[config.mk]
export PLATFORM = sky130hd
export DESIGN_NAME = sim_reset_sequencer
export DESIGN_NICKNAME = d
export VERILOG_FILES = /design/src/rtl/sim_reset_pkg.sv /design/src/rtl/sim_reset_chan.sv /design/src/rtl/sim_reset_sequencer.sv
export SDC_FILE = /design/constraint.sdc
export NUM_CORES = 1
export LEC_CHECK = 0
export ABC_CLOCK_PERIOD_IN_PS = 5900
export CORE_UTILIZATION = 55
export CTS_CLUSTER_DIAMETER = 80
export DETAILED_ROUTE_END_ITERATION = 6
export PLACE_DENSITY = 0.77
export SYNTH_ARGS = -nofsm -noshare
export SYNTH_HDL_FRONTEND = slang
export SYNTH_SLANG_ARGS = --single-unit
[constraint.sdc]
create_clock -name CLK -period 5.9 [get_ports CLK]
set_clock_uncertainty 0.1 [all_clocks]
set_input_delay 1.18 -clock CLK [delete_from_list [all_inputs] [get_ports CLK]]
set_output_delay 1.18 -clock CLK [all_outputs]
set_load 0.02 [all_outputs]
[src/rtl/sim_reset_pkg.sv]
// -----------------------------------------------------------------------------
// sim_reset_pkg
// Shared definitions for the simulation reset sequencer:
//   state_t        - 3-bit FSM state encoding exported on the 'state' port
//   release_cycle  - phase count at which a given channel leaves reset
// -----------------------------------------------------------------------------
package sim_reset_pkg;

   typedef enum logic [2:0] {
      ST_HOLD    = 3'd0,
      ST_STAGGER = 3'd1,
      ST_RUN     = 3'd2,
      ST_DRAIN   = 3'd3,
      ST_DONE    = 3'd4
   } state_t;

   // Computed in 64 bits so the range check against 2**CNT_W cannot overflow.
   function automatic longint release_cycle(input int hold_cycles, input int stagger, input int chan);
      return longint'(hold_cycles) + longint'(chan) * longint'(stagger);
   endfunction

endpackage

[src/rtl/sim_reset_chan.sv]
// -----------------------------------------------------------------------------
// sim_reset_chan
// One reset domain. Holds its reset output asserted until the shared phase
// counter reaches this channel's release cycle while release is enabled.
// Ports:
//   CLK, RST   - clock and synchronous active-high reset
//   clear      - re-assert the reset on the next edge (wins over release)
//   enable     - release comparison is active (sequencer in STAGGER)
//   phase_cnt  - shared sequencer phase counter
//   rst_out    - registered domain reset, polarity set by ACTIVE_HIGH
// -----------------------------------------------------------------------------
module sim_reset_chan
   import sim_reset_pkg::*;
#(
   parameter int                CNT_W       = 32,
   parameter logic [CNT_W-1:0]  REL_CYCLE   = '0,
   parameter int                ACTIVE_HIGH = 0
) (
   input  logic             CLK,
   input  logic             RST,
   input  logic             clear,
   input  logic             enable,
   input  logic [CNT_W-1:0] phase_cnt,
   output logic             rst_out
);

   localparam logic ASSERT_LVL = (ACTIVE_HIGH != 0) ? 1'b1 : 1'b0;

   logic rst_out_r;

   // Release register: asserted on reset/clear, dropped once at the release cycle.
   always_ff @(posedge CLK) begin
      if (RST || clear) begin
         rst_out_r <= ASSERT_LVL;
      end else if (enable && (phase_cnt == REL_CYCLE)) begin
         rst_out_r <= ~ASSERT_LVL;
      end else begin
         rst_out_r <= rst_out_r;
      end
   end

   assign rst_out = rst_out_r;

endmodule

[src/rtl/sim_reset_sequencer.sv]
// -----------------------------------------------------------------------------
// sim_reset_sequencer
// Sequences per-domain resets for a simulation top: hold all domains in reset,
// release them one by one with a fixed stagger, run, and on a finish request
// drain for a fixed number of cycles before raising a sticky 'finish'.
// Ports:
//   CLK          - sole clock
//   RST          - synchronous active-high block reset
//   finish_req   - single-cycle request to end simulation
//   soft_reset   - single-cycle request to re-run the reset sequence
//   rst_out      - per-channel domain resets (registered)
//   cycle_count  - saturating cycles since RST deasserted (registered)
//   running      - high while in RUN (registered)
//   finish       - sticky, high in DONE (registered)
//   state        - current FSM state encoding (registered)
// -----------------------------------------------------------------------------
module sim_reset_sequencer
   import sim_reset_pkg::*;
#(
   parameter int NUM_CHAN            = 2,
   parameter int CNT_W               = 32,
   parameter int HOLD_CYCLES         = 20,
   parameter int STAGGER             = 4,
   parameter int DRAIN_CYCLES        = 8,
   parameter int RST_OUT_ACTIVE_HIGH = 0
) (
   input  logic                CLK,
   input  logic                RST,
   input  logic                finish_req,
   input  logic                soft_reset,
   output logic [NUM_CHAN-1:0] rst_out,
   output logic [CNT_W-1:0]    cycle_count,
   output logic                running,
   output logic                finish,
   output logic [2:0]          state
);

   localparam longint           LAST_REL_L = release_cycle(HOLD_CYCLES, STAGGER, NUM_CHAN - 1);
   localparam logic [CNT_W-1:0] CNT_ONE    = {{(CNT_W-1){1'b0}}, 1'b1};
   localparam logic [CNT_W-1:0] LAST_REL   = CNT_W'(LAST_REL_L);
   localparam logic [CNT_W-1:0] HOLD_LAST  = CNT_W'(HOLD_CYCLES - 1);
   // A zero drain length still spends one cycle in DRAIN.
   localparam logic [CNT_W-1:0] DRAIN_LOAD = (DRAIN_CYCLES == 0) ? CNT_ONE : CNT_W'(DRAIN_CYCLES);

   // Reject configurations whose last release cycle cannot be represented.
   if (HOLD_CYCLES == 0) begin : g_bad_hold
      $error("sim_reset_sequencer: HOLD_CYCLES must be non-zero");
   end
   if (NUM_CHAN < 1) begin : g_bad_chan
      $error("sim_reset_sequencer: NUM_CHAN must be at least 1");
   end
   if ((CNT_W < 63) && (LAST_REL_L >= (longint'(1) <<< CNT_W))) begin : g_bad_range
      $error("sim_reset_sequencer: last release cycle does not fit in CNT_W");
   end

   state_t           state_r;
   logic [CNT_W-1:0] phase_cnt_r;
   logic [CNT_W-1:0] drain_cnt_r;
   logic [CNT_W-1:0] cycle_count_r;
   logic             finish_pending_r;
   logic             running_r;
   logic             finish_r;

   logic             soft_ok_s;
   logic             illegal_s;
   logic             drain_end_s;
   logic             chan_clear_s;
   logic             chan_enable_s;

   // Classify the current state: where soft_reset is honoured, and illegal encodings.
   always_comb begin
      soft_ok_s = 1'b0;
      illegal_s = 1'b0;
      case (state_r)
         ST_HOLD, ST_STAGGER, ST_RUN: begin
            soft_ok_s = soft_reset;
            illegal_s = 1'b0;
         end
         ST_DRAIN, ST_DONE: begin
            soft_ok_s = 1'b0;
            illegal_s = 1'b0;
         end
         default: begin
            soft_ok_s = 1'b0;
            illegal_s = 1'b1;
         end
      endcase
   end

   // Last DRAIN cycle: the channels re-assert on the same edge that enters DONE.
   assign drain_end_s   = (state_r == ST_DRAIN) && (drain_cnt_r <= CNT_ONE);
   assign chan_clear_s  = soft_ok_s || drain_end_s || (state_r == ST_DONE) || illegal_s;
   assign chan_enable_s = (state_r == ST_STAGGER);

   // Free-running cycle counter, saturating at all-ones; soft_reset leaves it alone.
   always_ff @(posedge CLK) begin
      if (RST) begin
         cycle_count_r <= '0;
      end else if (cycle_count_r != {CNT_W{1'b1}}) begin
         cycle_count_r <= cycle_count_r + CNT_ONE;
      end else begin
         cycle_count_r <= cycle_count_r;
      end
   end

   // Sequencer FSM with its phase/drain counters and registered status outputs.
   always_ff @(posedge CLK) begin
      if (RST) begin
         state_r          <= ST_HOLD;
         phase_cnt_r      <= '0;
         drain_cnt_r      <= '0;
         finish_pending_r <= 1'b0;
         running_r        <= 1'b0;
         finish_r         <= 1'b0;
      end else begin
         case (state_r)
            ST_HOLD, ST_STAGGER: begin
               if (soft_reset) begin
                  // soft_reset wins; a simultaneous finish_req is dropped.
                  state_r          <= ST_HOLD;
                  phase_cnt_r      <= '0;
                  finish_pending_r <= 1'b0;
               end else begin
                  phase_cnt_r <= phase_cnt_r + CNT_ONE;
                  if (finish_req) begin
                     finish_pending_r <= 1'b1;
                  end else begin
                     finish_pending_r <= finish_pending_r;
                  end
                  if ((state_r == ST_HOLD) && (phase_cnt_r == HOLD_LAST)) begin
                     state_r <= ST_STAGGER;
                  end else if ((state_r == ST_STAGGER) && (phase_cnt_r == LAST_REL)) begin
                     // Same edge that releases the last channel.
                     state_r   <= ST_RUN;
                     running_r <= 1'b1;
                  end else begin
                     state_r <= state_r;
                  end
               end
            end
            ST_RUN: begin
               if (soft_reset) begin
                  state_r          <= ST_HOLD;
                  phase_cnt_r      <= '0;
                  finish_pending_r <= 1'b0;
                  running_r        <= 1'b0;
               end else if (finish_req || finish_pending_r) begin
                  state_r          <= ST_DRAIN;
                  drain_cnt_r      <= DRAIN_LOAD;
                  finish_pending_r <= 1'b0;
                  running_r        <= 1'b0;
               end else begin
                  state_r <= ST_RUN;
               end
            end
            ST_DRAIN: begin
               if (drain_cnt_r <= CNT_ONE) begin
                  state_r     <= ST_DONE;
                  drain_cnt_r <= '0;
                  finish_r    <= 1'b1;
               end else begin
                  drain_cnt_r <= drain_cnt_r - CNT_ONE;
               end
            end
            ST_DONE: begin
               state_r  <= ST_DONE;
               finish_r <= 1'b1;
            end
            default: begin
               state_r          <= ST_HOLD;
               phase_cnt_r      <= '0;
               drain_cnt_r      <= '0;
               finish_pending_r <= 1'b0;
               running_r        <= 1'b0;
               finish_r         <= 1'b0;
            end
         endcase
      end
   end

   for (genvar i = 0; i < NUM_CHAN; i++) begin : g_chan
      sim_reset_chan #(
         .CNT_W       (CNT_W),
         .REL_CYCLE   (CNT_W'(release_cycle(HOLD_CYCLES, STAGGER, i))),
         .ACTIVE_HIGH (RST_OUT_ACTIVE_HIGH)
      ) u_chan (
         .CLK       (CLK),
         .RST       (RST),
         .clear     (chan_clear_s),
         .enable    (chan_enable_s),
         .phase_cnt (phase_cnt_r),
         .rst_out   (rst_out[i])
      );
   end

   assign cycle_count = cycle_count_r;
   assign running     = running_r;
   assign finish      = finish_r;
   assign state       = state_r;

endmodule

==> impl_metrics.toml <==
[clock_tree]
clock_sinks = 104
clockBufferDepth = 2
cts_htree_levels = 3
numCtsBuffers = 9
postCtsHoldBufs = 0
post_cts_buffers = 0
cts-resized-gates = 0
clk_pin_slew_ps = 100
clock_latency_ps = 370
root_buffer = "clkbuf_8"
cts_tree = "built"

[placement]
dp_slack_ps = 2030
gp_congestion = 0.852
dpl_cell_area_um2 = 5700
dp.final_hpwl_um = 8060
port_buffers = 42
dp.cells = 775

[grt]
gr-usage-all-layers_pct = 24.6
use_met2_pct = 42.3
grt.busiest_layer = "met2"
met3_usage_pct = 5.20
grt_overflow = 0
grt_max_degree = 40
antenna_found_initial = 0
grtUsageMet1_pct = 31.1
grt_pass1_vias = 4339
grt_pass1_wl_um = 20000

[floorplan]
io_pins = 43
rows = 35
die_w_um = 99.7
start_util_pct = 56.8
core_area_um2 = 9240
die_area_um2 = 9940
die_h_um = 99.7

[layout]
fin_cells = 791
syn_to_final_growth_pct = 13.0
final_nets = 666
diodes = 0
drive_gt1_share_pct = 4.98
design_area_um2 = 5930
num-fill-cells = 805

[detailed_routing]
drt_wl_total_um = 11400
drc = 0
drt_iter0_markers = 195
dr_total_vias = 4649
postRouteAntennaNets = 0
dr.pass1.iters = 5
via_per_inst = 5.88
avgRoutedWirePerCell_um = 14.5

[setup_path]
cp.arrival_ps = 3710
worst-path-buf-inv = 1
crit_fanout = 11
cp-end-kind = "flip-flop"
cp-start-kind = "input port"
required_ps = 6080
crit_family = "simple AND/OR/NAND/NOR gates"
slowest_delay_ps = 640
cp_slowest_cell = "clkdlybuf4s50_1"
crit_top_cell = "or4_1"
crit_type = "input port to flip-flop"
crit_chain = "clkdlybuf4s50_1 > nand2b_1 > a211o_1 > or4_1 > or4_1 > a21oi_1"

[power_and_ir_drop]
power.leakage_nw = 1.92
powerDensity_nw_per_um2 = 236
peakVddDrop_v = 0.000185

[sta]
hold_violations = 0
tightest_slew_ps = 1070
drv_slew = 0
post-route-min-period_ps = 3520
rsz0062_at_grt = "false"
post-route-period-util_pct = 59.7
setup_viol = 0
layout_setup_ws_ps = 2380
whs_ps = 385
setup_tns_ps = 0
fmaxAchievable_mhz = 284
slew_headroom_pct = 28.3

[synthesis]
synth.yosys.warnings = 0
synth_cells = 637
synth_fp_nets = 646
avgSynthCellArea_um2 = 8.24
synth_seq_cells = 104
synth.distinct_cells = 57
synthFlopType = "dfxtp_1"
synth_area_um2 = 5250
async_reset_ff_share_pct = 0
yosysSeqAreaShare_pct = 39.7
synth_edf_count = 0

[worst_hold_path]
min_path_type = "flip-flop to flip-flop"

[outcome]
run_status = "finished, final reports clean"

[run]
maxCapViolations = 0
## cell usage in the layout (no fill, tap or decap), drive strengths merged, types with 3 or more instances in the layout
cell type / count
dfxtp: 104
nor2: 89
xnor2: 46
clkdlybuf4s50: 42
a21oi: 38
nand2: 34
nor3: 26
nor4: 24
nand4: 24
or4: 21
o21ai: 21
nand3: 20
inv: 17
or3: 17
and4: 15
o31ai: 14
xor2: 12
clkbuf: 12
or2: 10
a211oi: 8
and2: 7
and3: 6
ha: 5
nand2b: 4
o41ai: 4
o311ai: 4
nor3b: 3
a31oi: 3
## cell usage after synthesis, drive strengths merged (6+ instances only)
library cell | instances | area share (%)
a211oi | 8 | 1.1
a21oi | 38 | 3.6
and2 | 7 | 0.83
and3 | 6 | 0.72
and4 | 15 | 2.5
buf | 8 | 0.98
clkbuf | 27 | 2.0
dfxtp | 104 | 40
inv | 17 | 1.2
nand2 | 34 | 2.4
nand3 | 20 | 1.9
nand4 | 24 | 3.0
nor2 | 89 | 6.4
nor3 | 26 | 2.5
nor4 | 24 | 3.1
o21ai | 21 | 2.0
o31ai | 14 | 2.0
or2 | 10 | 1.2
or3 | 17 | 2.0
or4 | 21 | 3.1
xnor2 | 46 | 7.7
xor2 | 12 | 2.0
## worst paths after layout
path	from	to	slack [ps]	depth (start not counted)
worst min register to register	drain_cnt_r[27]	drain_cnt_r[27]	390	2
worst max register to register	drain_cnt_r[8]	drain_cnt_r[4]	3130	6
worst min-delay path	drain_cnt_r[27]	drain_cnt_r[27]	390	2
worst max-delay path	soft_reset	phase_cnt_r[27]	2380	6
## cell families (layout without fill, tap and decap cells)
family / after synthesis / count (layout) / synth area share, %
buffers and inverters: 53 / 78 / 4.22
xor gates and xnor gates: 58 / 58 / 9.68
DFF: 104 / 104 / 39.7
adders and majority gates: 5 / 5 / 1.19
muxes: 1 / 1 / 0.191
and+or+nand+nor: 304 / 304 / 31.2
AOI/OAI and AO/OA: 112 / 112 / 13.8
## registers in the layout, summed over array words and instances (netlist names)
name                   count
g_chan.u_chan.rst_out      2
state                      3
drain_cnt_r               32
phase_cnt_r               32
finish                     1
finish_pending_r           1
cycle_count               32
running                    1
## per-layer routing
layer  vias to the layer above  wire [µm]
li1                       2363          -
met1                      2191       5400
met5                         -          0
met2                        83       5480
met3                        12        411
met4                         0        155
## stage by stage
step | power [W] | utilization [%]
floorplan | 0.000882 | -
global placement | 0.000914 | 61.7
detailed placement | 0.000918 | 61.7
CTS | 0.00141 | 64.2
global route | 0.00147 | 64.2
finish | 0.00140 | 64.2
## worst min-delay path: cells and delay by family (launching register included)
family	cells	cell delay, ps
AOI/OAI and AO/OA	2	110
DFF	1	330
## power by group
| group | switching [W] | internal [W] | leakage [nW] | total [W] |
|---|---|---|---|---|
| Combinational | 0.000104 | 0.0000619 | 0.966 | 0.000166 |
| Sequential | 0.0000197 | 0.000718 | 0.840 | 0.000737 |
| Clock | 0.000235 | 0.000263 | 0.113 | 0.000498 |
| Total | 0.000359 | 0.00104 | 1.92 | 0.00140 |
## area by class of cell
class / count / area, µm² / share of cell area (%)
Clock buffer: 12 / 155 / 2.62
Clock inverter: 4 / 76.3 / 1.29
Inverter: 18 / 67.6 / 1.14
Multi-Input combinational cell: 480 / 2950 / 49.8
Sequential cell: 104 / 2080 / 35.1
Tap cell: 129 / 161 / 2.72
Timing Repair Buffer: 44 / 435 / 7.34
No activity file was read; power rests on OpenSTA's default activity.
